## config.mk

```make
export PLATFORM = sky130hd
export DESIGN_NAME = tdm_demux
export DESIGN_NICKNAME = d
export VERILOG_FILES = /design/src/rtl/tdm_demux.sv
export SDC_FILE = /design/constraint.sdc
export NUM_CORES = 1
export LEC_CHECK = 0
export BUFFER_PORTS_ARGS = -buffer_cell sky130_fd_sc_hd__buf_2
export CAP_MARGIN = 20
export CORE_ASPECT_RATIO = 1.25
export CORE_MARGIN = 8
export CORE_UTILIZATION = 40
export CTS_CLUSTER_SIZE = 14
export DETAILED_ROUTE_END_ITERATION = 10
export PLACE_DENSITY = 0.71
export SYNTH_ARGS = -nofsm -noshare
export SYNTH_HDL_FRONTEND = slang
export SYNTH_SLANG_ARGS = --single-unit
```

## constraint.sdc

```tcl
create_clock -name clock -period 2.34 [get_ports clock]
set_input_delay 0 -clock clock [delete_from_list [all_inputs] [get_ports clock]]
set_output_delay 0 -clock clock [all_outputs]
set_load 0.02 [all_outputs]
```

## src/rtl/tdm_demux.sv

```systemverilog
// Bit-serial TDM receiver: frame-sync tracking, slot/bit counting and per-channel word delivery.
// Core state runs one stage ahead of the registered output bank, so every output lags its causing bit by one edge.
module tdm_demux #(
    parameter int CHANNELS = 4,
    parameter int WIDTH    = 8
) (
    input  logic                         clock,
    input  logic                         reset,
    input  logic                         din,
    input  logic                         din_valid,
    input  logic                         sync,
    output logic [CHANNELS*WIDTH-1:0]    ch_data,
    output logic [CHANNELS-1:0]          ch_valid,
    output logic                         frame_done,
    output logic                         frame_error,
    output logic                         locked
);

    localparam int BW = (WIDTH > 1) ? $clog2(WIDTH) : 1;
    localparam int SW = (CHANNELS > 1) ? $clog2(CHANNELS) : 1;

    localparam logic [BW-1:0]    BIT_ZERO  = {BW{1'b0}};
    localparam logic [BW-1:0]    BIT_ONE   = BW'(1);
    localparam logic [BW-1:0]    BIT_LAST  = BW'(WIDTH - 1);
    localparam logic [SW-1:0]    SLOT_ZERO = {SW{1'b0}};
    localparam logic [SW-1:0]    SLOT_ONE  = SW'(1);
    localparam logic [SW-1:0]    SLOT_LAST = SW'(CHANNELS - 1);
    localparam logic [WIDTH-2:0] SH_ZERO   = {(WIDTH-1){1'b0}};

    typedef enum logic [0:0] {
        HUNT = 1'b0,
        RECV = 1'b1
    } state_e;

    state_e                      state_q,     state_d;
    logic [BW-1:0]               bit_cnt_q,   bit_cnt_d;
    logic [SW-1:0]               slot_cnt_q,  slot_cnt_d;
    logic [WIDTH-1:0]            shreg_q,     shreg_d;
    logic                        wr_stb_q,    wr_stb_d;
    logic [SW-1:0]               wr_slot_q,   wr_slot_d;
    logic                        last_stb_q,  last_stb_d;
    logic                        err_stb_q,   err_stb_d;
    logic [CHANNELS*WIDTH-1:0]   ch_data_q,   ch_data_d;
    logic [CHANNELS-1:0]         ch_valid_q,  ch_valid_d;
    logic                        frame_done_q,  frame_done_d;
    logic                        frame_error_q, frame_error_d;
    logic                        locked_q,    locked_d;
    logic                        at_start_s;

    assign at_start_s = (bit_cnt_q == BIT_ZERO) && (slot_cnt_q == SLOT_ZERO);

    // Framing core: position tracking, sync checking and word completion.
    always_comb begin
        state_d    = state_q;
        bit_cnt_d  = bit_cnt_q;
        slot_cnt_d = slot_cnt_q;
        shreg_d    = shreg_q;
        wr_stb_d   = 1'b0;
        wr_slot_d  = wr_slot_q;
        last_stb_d = 1'b0;
        err_stb_d  = 1'b0;
        if (din_valid) begin
            case (state_q)
                HUNT: begin
                    if (sync) begin
                        state_d    = RECV;
                        shreg_d    = {SH_ZERO, din};
                        bit_cnt_d  = BIT_ONE;
                        slot_cnt_d = SLOT_ZERO;
                    end else begin
                        state_d    = HUNT;
                    end
                end
                RECV: begin
                    if (sync && !at_start_s) begin
                        // Early sync restarts the frame on this bit; the partial slot is dropped.
                        err_stb_d  = 1'b1;
                        shreg_d    = {SH_ZERO, din};
                        bit_cnt_d  = BIT_ONE;
                        slot_cnt_d = SLOT_ZERO;
                    end else if (!sync && at_start_s) begin
                        err_stb_d  = 1'b1;
                        state_d    = HUNT;
                        shreg_d    = {WIDTH{1'b0}};
                        bit_cnt_d  = BIT_ZERO;
                        slot_cnt_d = SLOT_ZERO;
                    end else begin
                        shreg_d = {shreg_q[WIDTH-2:0], din};
                        if (bit_cnt_q == BIT_LAST) begin
                            wr_stb_d  = 1'b1;
                            wr_slot_d = slot_cnt_q;
                            bit_cnt_d = BIT_ZERO;
                            if (slot_cnt_q == SLOT_LAST) begin
                                slot_cnt_d = SLOT_ZERO;
                                last_stb_d = 1'b1;
                            end else begin
                                slot_cnt_d = slot_cnt_q + SLOT_ONE;
                            end
                        end else begin
                            bit_cnt_d = bit_cnt_q + BIT_ONE;
                        end
                    end
                end
                default: begin
                    state_d    = HUNT;
                    bit_cnt_d  = BIT_ZERO;
                    slot_cnt_d = SLOT_ZERO;
                end
            endcase
        end else begin
            state_d = state_q;
        end
    end

    // Output bank: completed word sits in shreg_q for one cycle and is copied to its channel here.
    always_comb begin
        ch_data_d     = ch_data_q;
        ch_valid_d    = {CHANNELS{1'b0}};
        frame_done_d  = last_stb_q;
        frame_error_d = err_stb_q;
        locked_d      = (state_q == RECV);
        for (int c = 0; c < CHANNELS; c++) begin
            if (wr_stb_q && (wr_slot_q == SW'(c))) begin
                ch_data_d[c*WIDTH +: WIDTH] = shreg_q;
                ch_valid_d[c]               = 1'b1;
            end else begin
                ch_valid_d[c]               = 1'b0;
            end
        end
    end

    // All state and output registers with synchronous reset priority.
    always_ff @(posedge clock) begin
        if (reset) begin
            state_q       <= HUNT;
            bit_cnt_q     <= BIT_ZERO;
            slot_cnt_q    <= SLOT_ZERO;
            shreg_q       <= {WIDTH{1'b0}};
            wr_stb_q      <= 1'b0;
            wr_slot_q     <= SLOT_ZERO;
            last_stb_q    <= 1'b0;
            err_stb_q     <= 1'b0;
            ch_data_q     <= {(CHANNELS*WIDTH){1'b0}};
            ch_valid_q    <= {CHANNELS{1'b0}};
            frame_done_q  <= 1'b0;
            frame_error_q <= 1'b0;
            locked_q      <= 1'b0;
        end else begin
            state_q       <= state_d;
            bit_cnt_q     <= bit_cnt_d;
            slot_cnt_q    <= slot_cnt_d;
            shreg_q       <= shreg_d;
            wr_stb_q      <= wr_stb_d;
            wr_slot_q     <= wr_slot_d;
            last_stb_q    <= last_stb_d;
            err_stb_q     <= err_stb_d;
            ch_data_q     <= ch_data_d;
            ch_valid_q    <= ch_valid_d;
            frame_done_q  <= frame_done_d;
            frame_error_q <= frame_error_d;
            locked_q      <= locked_d;
        end
    end

    assign ch_data     = ch_data_q;
    assign ch_valid    = ch_valid_q;
    assign frame_done  = frame_done_q;
    assign frame_error = frame_error_q;
    assign locked      = locked_q;

endmodule

```

# Word-level counts from Yosys, hierarchy flattened
# Cells that the tools add are included.
word_totals:
  elab_cells: 75
  inputBits: 5
  out_inout_bits: 39
  ff_bits: 58
classes:
  n_bitwise: 5
  add_sub_neg: 2
  n_mux: 27
  reduce_logical: 18
  n_eq_ne: 7
op_table:
  columns: ["op", "n"]
  rows:
  - ["$mux W8", 3]
  - ["$pmux W8 S2", 1]
  - ["$mux W3", 4]
  - ["$mux W1", 11]
  - ["$mux W2", 5]
  - ["$logic_and A1 B1 Y1", 7]
  - ["$eq A2 B2 Y1 const B", 3]
  - ["$pmux W3 S2", 1]
  - ["$reduce_or A6 Y1", 1]
  - ["$not A1 Y1", 5]
  - ["$reduce_and A5 Y1", 1]
  - ["$reduce_or A5 Y1", 1]
  - ["$logic_not A2 Y1", 2]
  - ["$ne A4 B1 Y1 const B", 1]
  - ["$pmux W2 S2", 1]
  - ["$add A3 B1 Y3 const B", 1]
  - ["$eq A3 B3 Y1 const B", 1]
  - ["$logic_not A3 Y1", 1]
  - ["$reduce_and A3 Y1", 1]
  - ["$reduce_or A3 Y1", 1]
  - ["$add A2 B1 Y2 const B", 1]
  - ["$eq A2 B1 Y1 const B", 1]
  - ["$logic_not A1 Y1", 2]
  - ["$ne A2 B2 Y1 const B", 1]
  - ["other kinds (2)", 2]

# Depth between registers and ports, before layout
# Gate-level depths: netlist of run 1.
depth:
  word_depth: 6
  mapped_depth: 9
  mapped_depth_nobuf: 9

# Worst setup path before layout of run 1
# OpenSTA, ideal clock, no wires.
synth_timing:
  kind: "reg2reg"
  start: "register slot_cnt_q[0]"
  end: "register slot_cnt_q[1]"
  path_stages_with_launch: 10
  path_buffers: 0
  synth_period_minus_slack_ns: 1.830
  arrival_ns: 1.698
  slack_ns: 0.510
  path_cell_list: "dfxtp_1 inv_1 ha_1 nand2_1 nor2_1 inv_1 ha_1 or4b_1 nand4_1 a21oi_1"
synth_via:
  elab_chain_len: 6
  word_cells_on_any_way: 14
  cone_classes: "add/sub: 1; eq/ne: 2; mux: 5; reduce/logical: 6"
synth_rtl:
  columns: ["item", "line", "text"]
  rows:
  - ["start, declared", "37", "logic [SW-1:0] slot_cnt_q, slot_cnt_d;"]
  - ["start signal, assigned", "151", "slot_cnt_q <= slot_cnt_d;"]
  - ["$add A2 B1 Y2 (tied with other cells)", "97", "slot_cnt_d = slot_cnt_q + SLOT_ONE;"]
  - ["$mux W2 or $logic_and A1 B1 Y1 (tied branches)", "93, 50", null]
  - ["$mux W2 (tied with other cells)", "89", "if (bit_cnt_q == BIT_LAST) begin"]
  - ["$mux W2 or $logic_and A1 B1 Y1 (tied branches)", "81, 75", null]
  - ["$mux W2 or $ne A4 B1 Y1 (tied branches)", null, null]
  - ["$pmux W2 S2 or $reduce_and A3 Y1 (tied branches)", null, null]
# Parallel ways exist; a longest one is shown, timed or not. The select of a mux whose other input is x is not followed.
# A chain may end at the register's enable or synchronous reset.

# Final worst setup path of run 1
# Same ends and word-level chain as after synthesis.

==> flow_summary.toml, run 1 <==
[sta]
period_minus_slack_ps = 2030
fin_skew_ps = 4.65
slew_headroom = 0.571
hold_ws_ps = 43.9
fin_crit_sh = 0.867
timing.fmax_ghz = 0.493
rsz0062_at_grt = "no"
finalSetupTns_ps = 0
timing.final.ws_setup_ps = 311
timing_hold_violations_final = 0
finalSetupViolations = 0
maxSlewViolCount = 0
worst_pin_slew_ps = 643

[power_and_ir_drop]
ir_worst_vdd_v = 0.000263
leakage_nw = 1.23
power_density_nw_per_um2 = 708

[clocking]
h-tree-depth = 3
cts_tree = "done"
clk_root_buffer_cell = "clkbuf_8"
cts_max_path_buffers = 2
numCtsBuffers = 9
path_clk_slew_ps = 60
worstSkewPairLatency_ps = 330
clkSinkCount = 58

[floorplan]
die_h_um = 98.7
die_w_um = 82.2
core_area_um2 = 5370
dieArea_um2 = 8110
ios = 44
rows = 30
start_util = 0.408

[layout]
area_delta_synth_final_pct = 20.6
nets = 290
layout.cells.non_filler = 346
final_layout_size_suffix_gt1_frac = 0.223
n_antenna_cell = 0
postLayoutCoreUtil = 0.492

[yosys]
synth_top_flop_cell = "dfxtp_1"
syn_area_um2 = 2190
yosys-top-cells-area = "dfxtp_1, mux2i_1, nor2_1"
async_reset_ff_frac = 0
synth_edf_count = 0
syn_inst = 231
ys_types = 27
yosysSeqAreaShare = 0.531
synth_area_leader_cell = "dfxtp_1"
syn-num-nets = 244
synth.ff_latch_count = 58
avgSynthCellArea_um2 = 9.47
synth.top_cell.area_share = 0.531
ys.warnings.count = 0

[place]
dp_hpwl_mm = 3.22
place_congestion = 0.794
portBuffers = 43
dp_worst_setup_slack_ps = 320
dp.cells = 328

[routing]
wl_per_cell_um = 13.4
num_vias = 1719
drt_first_iter_violations = 83
vias_per_cell = 4.97
first_pass_iters = 4
postRouteAntennaNets = 0
drc = 0
wl_mm = 4.65

[grt]
globalRouteTotalUtil = 0.124
overflow = 0
grtUsageMet2 = 0.196
antenna_found_initial = 0
top_usage_layer = "met2"
grt_pass1_vias = 1610
grt_util_met1 = 0.134
grt_max_degree = 36
grt_pass1_wl_mm = 7.78
use_met3 = 0.0446

[setup_path]
crit_required_ps = 2520
critPathArrivalTime_ps = 2210
cp_max_fo = 7
crit_type = "reg -> reg"
cp-end-kind = "flip-flop"
worst_setup_path_start_kind = "flip-flop"

[flow_run]
max_cap_viol_count = 0

[min_path]
hold_class = "in -> reg"

[run_status]
status = "complete, no violations"
[Yosys cell counts, types with 2 or more instances]
| cell | number |
|---|---|
| nor3_1 | 3 |
| buf_2 | 6 |
| inv_1 | 6 |
| o21ai_0 | 2 |
| nand4_1 | 3 |
| buf_4 | 2 |
| nor2_1 | 33 |
| a21oi_1 | 21 |
| clkbuf_1 | 4 |
| nor3b_1 | 2 |
| dfxtp_1 | 58 |
| nand2_1 | 29 |
| nand3_1 | 11 |
| ha_1 | 8 |
| nor2b_1 | 4 |
| nand3b_1 | 3 |
| mux2i_1 | 26 |
[per-layer routing]
layer | vias up | part of all wire
met4 | 0 | 0.021
li1 | 867 | -
met3 | 6 | 0.067
met5 | - | 0
met2 | 34 | 0.48
met1 | 812 | 0.43
[worst max-delay path: stages, from the launching register on]
cell     delay, ps
dfxtp_1        350
inv_1           70
ha_1           170
nand2_1         60
nor2_1         160
inv_1           70
ha_1           270
or4b_1         570
nand4_1        110
a21oi_1         70
[sequential cells by signal, summed over array words and instances (netlist names), 2 cells and up]
register	count
ch_data	32
bit_cnt_q	3
shreg_q	8
ch_valid	4
slot_cnt_q	2
wr_slot_q	2
[placed cells by master (no fill, tap or decap)]
| cell type | Yosys | final |
|---|---|---|
| or4b_1 | 1 | 1 |
| clkinv_2 | 0 | 3 |
| clkbuf_8 | 0 | 10 |
| nor3b_1 | 2 | 1 |
| nor2b_1 | 4 | 4 |
| clkinvlp_4 | 0 | 2 |
| clkbuf_1 | 4 | 1 |
| dfxtp_1 | 58 | 58 |
| nand3b_1 | 3 | 3 |
| nor3_1 | 3 | 3 |
| dlygate4sd3_1 | 0 | 2 |
| o21a_1 | 1 | 1 |
| buf_2 | 6 | 43 |
| a21oi_1 | 21 | 21 |
| buf_4 | 2 | 3 |
| ha_1 | 8 | 8 |
| inv_1 | 6 | 6 |
| o21ai_0 | 2 | 2 |
| nor3b_2 | 0 | 1 |
| a311oi_1 | 1 | 1 |
| o21ai_1 | 1 | 1 |
| and2b_1 | 1 | 1 |
| and3_1 | 1 | 1 |
| nor4b_1 | 1 | 1 |
| nor2_1 | 33 | 33 |
| nor3b_4 | 1 | 1 |
| mux2i_1 | 26 | 26 |
| o32ai_1 | 1 | 1 |
| nand3_1 | 11 | 11 |
| nand2_1 | 29 | 29 |
| nand4_1 | 3 | 3 |
[per-stage QoR]
stage / instance area [um^2] / total power [mW]
2_1_floorplan: 2190 / 1.08
3_3_place_gp: 2450 / 1.09
3_5_place_dp: 2450 / 1.10
4_1_cts: 2640 / 1.89
5_1_grt: 2640 / 1.95
6_report: 2640 / 1.87
[cell type report]
cell class,instances,area [um^2]
tap,64,80.1
timing repair buffer,48,258
clock buffer,11,141
clock inverter,5,30.0
multi-input combinational,154,946
inverter,6,22.5
fill,516,2730
sequential,58,1160
[logic make-up after synthesis]
kind of cell,synth area share
compound gates,0.0663
mux,0.119
simple gates,0.199
flops,0.531
fa+ha+maj,0.0457
buf+inv,0.0394
[power breakdown]
group          total [mW]  internal, mW  leakage (nW)  switching, mW
Combinational      0.0772        0.0260         0.679         0.0512
Sequential           1.00         0.993         0.468        0.00768
Clock               0.790         0.407        0.0851          0.383
Total                1.87          1.43          1.23          0.442
[path summary, 6_finish.rpt]
| check | startpoint | end | slack [ps] | cells past startpoint |
|---|---|---|---|---|
| max reg2reg | slot_cnt_q[0] | slot_cnt_q[1] | 310 | 9 |
| min reg2reg | frame_done_d | frame_done | 440 | 1 |
| max | slot_cnt_q[0] | slot_cnt_q[1] | 310 | 9 |
| min | sync | locked_d | 40 | 3 |
[repair_timing]
action,CTS,global route
hold buffers,2,0
setup buffers,0,0
endpoints found under the hold margin,2,0
resized for setup,0,0
Power figures use the tool's default switching activity.
==> inputs of run 2 (changes only) <==
==> constraint.sdc (replaced) <==
create_clock -name clock -period 2.35 [get_ports clock]
set_input_delay 0 -clock clock [delete_from_list [all_inputs] [get_ports clock]]
set_output_delay 0 -clock clock [all_outputs]
set_load 0.02 [all_outputs]
==> flow_summary.toml, run 2 (same netlist as run 1, synthesis figures left out) <==
[run_status]
status = "complete, no violations"

[sta]
period_minus_slack_ps = 1990
timing.fmax_ghz = 0.501
rsz0062_at_grt = "no"
maxSlewViolCount = 0
worst_pin_slew_ps = 725
fin_skew_ps = 11.2
fin_crit_sh = 0.849
finalSetupTns_ps = 0
timing.final.ws_setup_ps = 356
slew_headroom = 0.517
finalSetupViolations = 0
timing_hold_violations_final = 0

[clocking]
clk_root_buffer_cell = "clkbuf_8"
cts_tree = "done"
clkSinkCount = 58
numCtsBuffers = 9
postCtsSetupRepairBufs = 0
path_clk_slew_ps = 50
worstSkewPairLatency_ps = 330
h-tree-depth = 3
cts_max_path_buffers = 2

[power_and_ir_drop]
ir_worst_vdd_v = 0.000277
switchingPower_uw = 435
clkPwrFrac = 0.454
power_density_nw_per_um2 = 737
swShare = 0.221
leakage_nw = 1.25
intPower_mw = 1.53
pwr-share-seq = 0.507
comb_power_share = 0.039

[routing]
wl_mm = 4.62
wl_per_cell_um = 13.4
drt_first_iter_violations = 91
drc = 0
postRouteAntennaNets = 0
num_vias = 1695
first_pass_iters = 4
vias_per_cell = 4.90

[grt]
globalRouteTotalUtil = 0.123
antenna_found_initial = 0
grt_pass1_vias = 1624
grt_pass1_wl_mm = 7.62
grt_max_degree = 41
overflow = 0

[setup_path]
crit_cells = 9
reg2reg_slack_ps = 360
crit_type = "reg -> reg"
cp-end-kind = "flip-flop"
crit_chain = "inv_1 -> ha_1 -> nand2_1 -> nor2_1 -> inv_1 -> ha_1 -> or4b_1 -> nand4_1 -> a21oi_1"
crit_start = "slot_cnt_q[0]"
reg2reg_depth = 9
worst_path_largest_cell_delay_ps = 570
critPathArrivalTime_ps = 2170
crit_buf_inv = 2
slowest_stage = "or4b_1"
worst_setup_path_start_kind = "flip-flop"
crit_end = "slot_cnt_q[0]"
cp_max_fo = 7
cpLargestDelayFamily = "simple AND/OR/NAND/NOR gates"
timing.rr.start = "slot_cnt_q[0]"
worst_r2r_endpoint = "slot_cnt_q[0]"
crit_required_ps = 2530

[layout]
largest_reg_flops = 32
postLayoutCoreUtil = 0.496
fillers = 511
final_layout_size_suffix_gt1_frac = 0.223
n_antenna_cell = 0
layout_commonest_cell = "dfxtp_1"
final_cell_mix = "dfxtp_1, buf_2, nor2_1"
nets = 290
layout.cells.non_filler = 346
area_delta_synth_final_pct = 21.7

[floorplan]
die_h_um = 98.7
rows = 30
ios = 44
dieArea_um2 = 8110
start_util = 0.408
core_area_um2 = 5370
die_w_um = 82.2

[place]
dp_worst_setup_slack_ps = 341
portBuffers = 43
place_congestion = 0.807
dp.cells = 328
dp_hpwl_mm = 3.21

[flow_run]
max_cap_viol_count = 0

[min_path]
hold_class = "in -> reg"
==> run 2: worst reg2reg max path, delay by kind of cell, from the launching register on <==
family | cells | cell delay (ps)
AND/OR/NAND/NOR | 4 | 890
adder cells (fa/ha/maj) | 2 | 430
flip-flops | 1 | 340
buffers and inverters | 2 | 130
AO/OA/AOI/OAI | 1 | 60
==> run 2: final cells by class <==
type,instances,area (um^2),share of cell area
flip-flops and latches,58,1160,0.436
multi-input cells,154,946,0.355
repair buffers,48,258,0.0968
clock buffers,11,141,0.0531
well taps,64,80.1,0.0301
clock inverters,5,53.8,0.0202
inverters,6,22.5,0.00846
==> run 2: how the worst min path moves through the flow <==
stage	from	end	slack, ps	depth (start not counted)
floorplan	din_valid	locked_d	120	1
global placement	din_valid	locked_d	270	2
detailed placement	din_valid	locked_d	280	2
CTS	sync	locked_d	30	3
global route	sync	locked_d	70	3
finish	sync	locked_d	50	3
==> run 2: power by group through the flow <==
stage / Combinational, mW / Clock, mW / Sequential [mW]
floorplan: 0.0567 / 0 / 1.02
global placement: 0.0728 / 0 / 1.02
detailed placement: 0.0731 / 0 / 1.02
CTS: 0.0764 / 0.911 / 0.996
global route: 0.0854 / 0.953 / 0.997
finish: 0.0765 / 0.891 / 0.996
==> run 2: stage by stage <==
step | area [um^2] | hold WS, ps | power [mW]
after global routing | 2660 | 66.5 | 2.03
after detailed placement | 2450 | 281 | 1.09
after global placement | 2450 | 275 | 1.09
after floorplan | 2190 | 116 | 1.07
final | 2660 | 47.2 | 1.96
after CTS | 2660 | 31.4 | 1.98
==> run 2: layer usage <==
metal	part of all wire	up-vias	wire length, um	track usage
met5	0	-	0	0
met4	0.025	0	117	0.0813
met3	0.081	8	373	0.0492
met2	0.48	37	2210	0.191
met1	0.42	785	1930	0.131
li1	-	865	-	-
==> run 2: what timing repair did <==
item,4_1_cts,5_1_grt
hold buffers,2,0
hold endpoints to repair,2,0
resized for setup,0,0
